==> config.mk <==
export PLATFORM = sky130hd
export DESIGN_NAME = module_led_arbiter
export DESIGN_NICKNAME = d
export VERILOG_FILES = /design/src/rtl/module_led_arbiter.sv
export SDC_FILE = /design/constraint.sdc
export NUM_CORES = 1
export LEC_CHECK = 0
export ABC_AREA = 1
export CAP_MARGIN = 20
export CORE_AREA = 2 2 126 128
export CTS_BUF_LIST = sky130_fd_sc_hd__clkbuf_4 sky130_fd_sc_hd__clkbuf_8
export DETAILED_ROUTE_END_ITERATION = 6
export DIE_AREA = 0 0 128 130
export SYNTH_ARGS = -nofsm -noshare
export SYNTH_HDL_FRONTEND = slang
export SYNTH_SLANG_ARGS = --single-unit
export TNS_END_PERCENT = 100
==> constraint.sdc <==
create_clock -name clk -period 2.65 [get_ports clk]
set_clock_uncertainty 0.1 [all_clocks]
set_input_delay 0.53 -clock clk [delete_from_list [all_inputs] [get_ports clk]]
set_output_delay 0.53 -clock clk [all_outputs]
set_load 0.01 [all_outputs]
==> src/rtl/module_led_arbiter.sv <==
// module_led_arbiter: debounced round-robin arbiter granting four push-button requesters the LED bank (optional LED_ARB_CONFLICT_EN adds conflict_o)
module module_led_arbiter #(
  parameter int DEBOUNCE_CYCLES = 500000,
  parameter int SLOT_CYCLES = 100000000
) (
  input  logic       clk,
  input  logic       rst_n,
  input  logic       push_button_0,
  input  logic       push_button_1,
  input  logic       push_button_2,
  input  logic       push_button_3,
  input  logic [3:0] sw_0_3,
  input  logic [3:0] sw_4_7,
  input  logic [3:0] sw_8_11,
  input  logic [3:0] sw_12_15,
  output logic [3:0] leds_o,
  output logic [3:0] grant_o,
  output logic       busy_o
`ifdef LED_ARB_CONFLICT_EN
  ,
  output logic       conflict_o
`endif
);
  localparam int DW = $clog2(DEBOUNCE_CYCLES + 1);
  localparam int SLW = $clog2(SLOT_CYCLES + 1);
  localparam logic [DW-1:0] DB_MAX = DW'(DEBOUNCE_CYCLES - 1);
  localparam logic [SLW-1:0] SLOT_MAX = SLW'(SLOT_CYCLES - 1);
  typedef enum logic {IDLE, GRANT} state_t;
  state_t state, state_nx;
  logic [3:0] btn, sync1, sync2, req, others, grant_nx;
  logic [DW-1:0] db_cnt [4];
  logic [1:0] owner, owner_nx;
  logic [SLW-1:0] slot, slot_nx;
  function automatic logic [1:0] rr_pick(input logic [3:0] m, input logic [1:0] base);
    rr_pick = base;
    for (int i = 4; i >= 1; i--) if (m[2'(base + 2'(i))]) rr_pick = 2'(base + 2'(i));
  endfunction
  assign btn = {push_button_3, push_button_2, push_button_1, push_button_0};
  assign others = req & ~(4'b0001 << owner);
  // synchronize buttons, accept a new level only after DEBOUNCE_CYCLES stable cycles
  always_ff @(posedge clk or negedge rst_n) begin
    if (!rst_n) begin
      sync1 <= '0;
      sync2 <= '0;
      req <= '0;
      for (int k = 0; k < 4; k++) db_cnt[k] <= '0;
    end else begin
      sync1 <= btn;
      sync2 <= sync1;
      for (int k = 0; k < 4; k++) begin
        if (sync2[k] == req[k]) db_cnt[k] <= '0;
        else if (db_cnt[k] == DB_MAX) begin
          req[k] <= sync2[k];
          db_cnt[k] <= '0;
        end else db_cnt[k] <= db_cnt[k] + 1'b1;
      end
    end
  end
  // arbiter state, owner (doubles as last_owner), slot counter and registered grant
  always_ff @(posedge clk or negedge rst_n) begin
    if (!rst_n) begin
      state <= IDLE;
      owner <= 2'd3;
      slot <= '0;
      grant_o <= '0;
    end else begin
      state <= state_nx;
      owner <= owner_nx;
      slot <= slot_nx;
      grant_o <= grant_nx;
    end
  end
  // next state: round-robin hand-off on release or slot expiry, slot holds at its maximum when uncontested
  always_comb begin
    state_nx = state;
    owner_nx = owner;
    slot_nx = slot;
    if (state == IDLE) begin
      if (|req) begin
        state_nx = GRANT;
        owner_nx = rr_pick(req, owner);
        slot_nx = '0;
      end
    end else if (!req[owner] || slot == SLOT_MAX) begin
      if (|others) begin
        owner_nx = rr_pick(others, owner);
        slot_nx = '0;
      end else if (!req[owner]) begin
        state_nx = IDLE;
        slot_nx = '0;
      end
    end else slot_nx = slot + 1'b1;
    grant_nx = (state_nx == GRANT) ? 4'b0001 << owner_nx : 4'b0000;
  end
  // outputs: LED mux from registered grant and live switches
  always_comb begin
    leds_o = grant_o[0] ? sw_0_3 : grant_o[1] ? sw_4_7 : grant_o[2] ? sw_8_11 : grant_o[3] ? sw_12_15 : 4'b0000;
    busy_o = |grant_o;
  end
`ifdef LED_ARB_CONFLICT_EN
  // flag two or more debounced requests at once
  always_ff @(posedge clk or negedge rst_n) begin
    if (!rst_n) conflict_o <= 1'b0;
    else conflict_o <= |(req & (req - 4'd1));
  end
`endif
endmodule
# Yosys cells after proc, flatten, opt, wreduce, memory -nomap -nowiden
# Index checks and enable logic that the tools add are counted.
# totals
register_bits,122
input_bits,22
out_inout_bits,9
elab_cells,102
# classes
add_sub_neg,8
n_lt_le_gt_ge,4
n_eq_ne,10
shift,2
muxes,47
bitwise_logic,6
n_reduce_logical,11
# op_table
operator,count
2-to-1 mux 19 bit,8
2-to-1 mux 27 bit,5
adder 19 x 1 -> 19 bit (second input constant),4
== test 19 bit (second input constant),4
adder 27 x 1 -> 27 bit (second input constant),1
== test 27 bit (second input constant),1
2-to-1 mux 2 bit,10
2-to-1 mux 4 bit,5
binary-select mux 1 bit (select 2 bit),7
less-than comparator 2 x 3 -> 1 bit (second input constant),4
2-to-1 mux 1 bit,12
OR reduction 4 bit,3
AND reduction 2 bit,5
left shift 1 x 2 -> 4 bit (first input constant),2
adder 2 bit (second input constant),2
AND 4 bit,1
== test 1 bit,4
!= test 4 bit (second input constant),1
NOT 1 bit,4
NOT 4 bit,1
adder 2 x 1 -> 2 bit (second input constant),1
nonzero test 2 bit,1
logical NOT 1 bit,1
logical OR 1 bit,1

# Depth between registers and ports, before layout
# depth
depth_word,13
mapped_depth,17
ltp_nobuf,16

# Least setup slack after synthesis
# OpenSTA, ideal clock, no wires.
# synth_timing
path_kind,register -> register
from,reg owner[0]
to,reg grant_o[3]
setup_time_ns,0.116
t_arrival_ns,1.908
setup_slack_ns,0.526
path_stages_with_launch,15
n_path_buf,1
synth_period_minus_slack_ns,2.124
cell_sequence,dfstp_2 > buf_6 > inv_2 > ha_1 > inv_1 > nand3_1 > nand2_1 > o21ai_0 > nand3_1 > nand2_1 > nand2_1 > nand2_2 > nand2_2 > nand2_2 > nor2_2
# synth_between
elab_chain_len,13
word_cells_on_any_way,39
# synth_lines
element,line,rtl
from (decl),32,"logic [1:0] owner, owner_nx;"
from (signal assigned),68,owner <= owner_nx;
branches (longest 10 deep; another with adder 2 bit),-,
2-to-1 mux 2 bit (*),78,if (state == IDLE) begin
via owner_nx[0],32,
left shift 1 x 2 -> 4 bit (*),93,grant_nx = (state_nx == GRANT) ? 4'b0001 << owner_nx : 4'b0000;
2-to-1 mux 4 bit (*),93,
via grant_nx[3],30,"logic [3:0] btn, sync1, sync2, req, others, grant_nx;"
to (signal assigned),70,grant_o <= grant_nx;
to (decl),17,"output logic [3:0] grant_o,"
# Mark *: on every way through the listed nets, which the timed path passes. The select of a mux whose other input is x is not followed.
# A chain may end at the register's enable or synchronous reset.

# Worst setup path in the final report
# layout_timing
from,reg grant_o[2]
to,out leds_o[3]
# layout_between
elab_chain_len,3
# layout_lines
element,line,rtl
2-to-1 mux 4 bit (3 in series),97,leds_o = grant_o[0] ? sw_0_3 : grant_o[1] ? sw_4_7 : grant_o[2] ? sw_8_11 : grant_o[3] ? sw_12_15 : 4'b0000;
to (decl),16,"output logic [3:0] leds_o,"
# Every way passes these cells.

==> reports/summary.txt <==
Max Fclk: 390 MHz
Met3 usage: 5.04%
Startpoint types: register
Worst Path Required: 2.02 ns
Post-route ant nets: 0
Core area: 15400 sq um
Final nets: 951
Number of buffers created by CTS: 17
Leakage: 3.30 nW
Slew Limit Fails: 0
DRC viols: 0
Multi-input gate area: 3310 sq um
CTS tree: done
Largest net degree at the start of global routing: 51
DR iter-0 viols: 300
Cell mode on critical path: o21ai_0
Setup Fix Bufs, Post-CTS: 0
HP Class: register to register
Flops & latches, synth: 122
Power Dens Cells: 451 nW/um^2
Boundary pin count: 31
Pwr Total: 3.51 mW
Fin util: 50.5%
GP Congestion: 0.820
Initial antenna violation count: 0
CP Class: register to output port
M1 GR Usage: 25.5%
Peak VDD IR: 294 uV
N_diodes: 0
Drt total wl: 14.2 mm
Row cnt: 46
Final Non-Filler Cells: 1119
Pre-antenna DRT Iters: 5
Status: complete, no violations
Count of final setup violators: 0
Worst slew margin: 68.0%
HPWL Detailed: 10.3 mm
Hold Violations, Final: 0
Clk_lat worst skew: 0.44 ns
Global-route usage over all layers: 18.5%
Vias per inst: 5.09
Initial Util: 44.7%
Die Y-Extent: 130 microns
First-pass GRT wire length: 24.8 mm
Total gr overflow: 0
Root buf cell: clkbuf_8
WP data arrival: 1.94 ns
Synthesis-to-layout area growth: 13.0%
Clk sinks: 122
Seq. cell area: 3060 sq um
Syn Inst Count: 873
Max-cap violations: 0
Die Footprint: 16600 sq um
Fin crit period: 2.57 ns
Tcrit/Tclk final: 96.9%
Register area share after synthesis: 44.3%
Filler cell count: 1484
Vias in the first global route: 5353
CP cell instances: inv_1, nand3_1, nand2_1, o21ai_0, o21ai_0, clkdlybuf4s50_1
Yosys cell types: 44
Avg Cell Area, Syn: 7.89 sq um
Htree depth: 4
Most used routing layer: met2
Most common cell after layout, fill and taps aside: nand2_1
Crit end category: output port
Clock tree buffer depth: 2
Syn Nets: 904
Clock slew at reported path FFs: 0.06 ns
Worst Max-Slew Pin Slew: 0.476 ns
CP peak stage delay: 0.55 ns
Mapped Area: 6890 sq um
I/O Buffers: 30
Crit path max fanout: 7
Vias: 5698
Die Width: 128 microns
Layout cells sized above 1: 10.5%
Wire per inst: 12.7 microns
Crit-path slowest cell: clkdlybuf4s50_1
Synth warn: 0
Met2 Use GR: 28.7%
Commonest cells after routing, fill and taps aside: nand2_1 (180), dfrtp_1 (119), inv_1 (116)
DP Cell Count: 1092
timing repair:
| action | 4_1_cts | 5_1_grt |
|---|---|---|
| hold buffers | 1 | 0 |
| gates resized for setup | 0 | 5 |
| setup endpoints to repair | 0 | 7 |
| hold endpoints to repair | 43 | 0 |
cell usage after synthesis, drive strengths merged:
cell	n	share of area, %
a211oi	2	0.22
a21oi	42	3.1
a31oi	1	0.091
buf	6	0.71
clkbuf	3	0.16
dfrtp	120	44
dfstp	2	0.76
ha	9	1.6
inv	124	6.8
mux2	3	0.49
nand2	189	11
nand3	66	5.0
nand4	28	2.6
nor2	125	7.6
nor3	25	2.1
nor3b	3	0.40
nor4	11	1.1
o21a	1	0.11
o21ai	45	3.7
o21bai	1	0.11
o22ai	1	0.29
o31ai	9	0.98
o32ai	6	1.4
or2	5	0.45
or3	1	0.091
xnor2	10	1.3
xor2	35	4.4
flip-flops by register name, summed over array words and instances, names as in the netlist:
| signal | flops |
|---|---|
| slot | 27 |
| req | 4 |
| sync2 | 4 |
| sync1 | 4 |
| grant_o | 4 |
| owner | 2 |
| state | 1 |
| db_cnt | 76 |
stage by stage:
step | area (sq um) | hold slack (ns) | setup WS (ns) | TNS, ns
after CTS | 7770 | 0.249 | 0.0232 | 0
after detailed placement | 7430 | 0.235 | 0.114 | 0
after global placement | 7430 | 0.236 | 0.117 | 0
after global routing | 7780 | 0.256 | -0.0190 | -0.0190
after floorplan | 6890 | 0.134 | 0.526 | 0
final | 7780 | 0.249 | 0.0833 | 0
worst max-delay path, delay by kind of cell (launching register included):
kind                   cells  cell delay [ns]
AOI/OAI and AO/OA          2             0.22
and+or+nand+nor            2             0.16
buffers and inverters      2             0.67
DFF                        1             0.45
routing by layer:
layer	wire, microns	up-vias
li1	-	2936
met1	7130	2633
met2	6250	114
met3	658	15
met4	199	0
met5	0	-
kinds of logic (layout without fill, tap and decap cells):
| logic type | count (synthesis) | in the layout | synth area share (%) |
|---|---|---|---|
| and+or+nand+nor | 453 | 453 | 30.2 |
| AOI/OAI and AO/OA | 108 | 108 | 9.97 |
| DFF | 122 | 122 | 44.3 |
| xor gates and xnor gates | 45 | 45 | 5.72 |
| adders and majority gates | 9 | 9 | 1.63 |
| buffers and inverters | 133 | 187 | 7.70 |
| muxes | 3 | 3 | 0.490 |
final cells by class:
cell class | count | area share (%)
tap | 192 | 3.09
multi-input combinational | 618 | 42.5
clock buffer | 22 | 3.65
clock inverter | 4 | 0.611
timing repair buffer | 37 | 4.84
inverter | 124 | 6.04
sequential | 122 | 39.3
path summary, 6_finish.rpt:
check	start	end	slack, ns	cells past startpoint
min in group asynchronous	rst_n	db_cnt[75]	0.48	2
max in group asynchronous	rst_n	db_cnt[51]	1.24	3
max reg2reg	owner[1]	grant_o[3]	0.26	13
min	sync1[2]	sync2[2]	0.25	0
min reg2reg	sync1[2]	sync2[2]	0.25	0
max	grant_o[2]	leds_o[3]	0.08	6
power by group:
part / internal [mW] / switching [mW] / total (mW)
registers: 1.88 / 0.0156 / 1.90
logic: 0.0535 / 0.0798 / 0.133
clock network: 0.786 / 0.690 / 1.48
Power figures use the tool's default switching activity.
==> patch, RTL diff (config.mk and constraints unchanged) <==
The option `LED_ARB_CONFLICT_EN` is turned on by a define.
--- a/src/rtl/module_led_arbiter.sv
+++ b/src/rtl/module_led_arbiter.sv
@@ -1,4 +1,6 @@
 // module_led_arbiter: debounced round-robin arbiter granting four push-button requesters the LED bank (optional LED_ARB_CONFLICT_EN adds conflict_o)
+`define LED_ARB_CONFLICT_EN
+
 module module_led_arbiter #(
   parameter int DEBOUNCE_CYCLES = 500000,
   parameter int SLOT_CYCLES = 100000000
Function (old outputs only; new: conflict_o): kept (Yosys induction, for registers that start in step).
==> patch against the original RTL <==
Design area increased by 2.0%. Power is 9.7% higher. First-iteration DRC count up 27%. Routed wire length decreased by 1.1%. Largest cell class unchanged. Critical path depth is 5 higher. Area after synthesis increased by 0.67%. Setup slack better by 260 ps. Sequential cell count increased by 1. Core utilization up 1.0 points. Highest routed layer unchanged.
==> patch: results (changes against the original RTL) <==
[status]
status = completed  ; unchanged

[sta]
post-route-period-util = 0.872  ; was 0.969
worst_hold_slack_ps = 249  ; about the same
slew_headroom = 0.673  ; was 0.680

[synth]
synth_fp_nets = 873  ; was 904
synth_area_leaders = dfrtp_1 44%, nand2_1 8.9%, inv_1 5.6%  ; was dfrtp_1 44%, nand2_1 9.8%, inv_1 6.3%
synthTopCellsByCount = 164 x nand2_1, 121 x dfrtp_1, 104 x inv_1  ; was 180 x nand2_1, 120 x dfrtp_1, 116 x inv_1
seq_area_frac_synth = 0.444  ; was 0.443
syn-instance-count = 842  ; was 873
synthMuxAreaShare = 0.00812  ; was 0.00490
synth_compound_area_frac = 0.102  ; was 0.0997
synthAdderAreaFrac = 0.0162  ; was 0.0163
netlist-cell-type-count = 56  ; was 44
synth_xor_area_frac = 0.0581  ; was 0.0572

[power]
power_frac_clock = 0.468  ; was 0.421
vdd_drop_max_mv = 0.260  ; was 0.294 mV
total_power_mw = 3.85  ; was 3.51 mW
leakage_nw = 3.50  ; was 3.30 nW

[global_routing]
use_met1 = 0.261  ; was 0.255
grtUsageMet2 = 0.280  ; was 0.287
grt_use_total = 0.185  ; about the same
grt_max_degree = 50  ; was 51
grt_pass1_vias = 5220  ; was 5353
met3_usage = 0.0525  ; was 0.0504
grt_first_pass_wirelength_um = 24700  ; was 24800 um

[cells_and_area]
nNetsFinal = 922  ; was 951
drive_above_1_share = 0.133  ; was 0.105

[critical_path]
worstPathArrival_ps = 2580  ; was 1940 ps
cp_slowest_cell = dfstp_2  ; was clkdlybuf4s50_1
critPathMaxFanout = 19  ; was 7
critPathTopFamily = flip-flops  ; was buffers and inverters
max_stage_delay_ps = 630  ; was 550 ps

[placed_design]
dp_slack_ps = 113  ; was 114 ps
hpwlAfterDp_um = 10000  ; was 10300 um
port_buffers = 31  ; was 30
placed_cells = 1063  ; was 1092
place_area_mm2 = 0.00749  ; was 0.00743 mm^2

[route]
met2_length_um = 6100  ; was 6250 um
wl_met1_um = 7220  ; was 7130 um
wire_per_inst_um = 12.8  ; was 12.7 um
wl_met3_um = 602  ; was 658 um
via_per_inst = 5.05  ; was 5.09
drt_iter0_drc = 382  ; was 300

[clock_tree]
cts_inserted_buffers = 17  ; unchanged

patch: cell count changes in the layout (fill, tap and decap cells not counted), sizes merged, moves of 5 or more:
cell	unedited run	this run
clkinv	2	8
inv	124	115
nand2	189	175
nand3	66	61
nor2	125	109
nor3	25	20
patch: layout make-up:
class	count	area, um^2	share of cell area
multi-input cells	595	3360	0.423
flip-flops and latches	123	3080	0.388
inverters	115	437	0.0550
repair buffers	39	397	0.0500
clock buffers	19	249	0.0314
well taps	192	240	0.0303
clock inverters	13	175	0.0221
patch: worst paths after layout:
| check | start | endpoint | cells past startpoint |
|---|---|---|---|
| setup reg to reg | owner[1] | slot[12] | 11 |
| min in group asynchronous | rst_n | db_cnt[57] | 2 |
| hold reg to reg | sync1[0] | sync2[0] | 0 |
| hold / removal | sync1[0] | sync2[0] | 0 |
| max in group asynchronous | rst_n | owner[1] | 3 |
| setup / recovery | owner[1] | slot[12] | 11 |
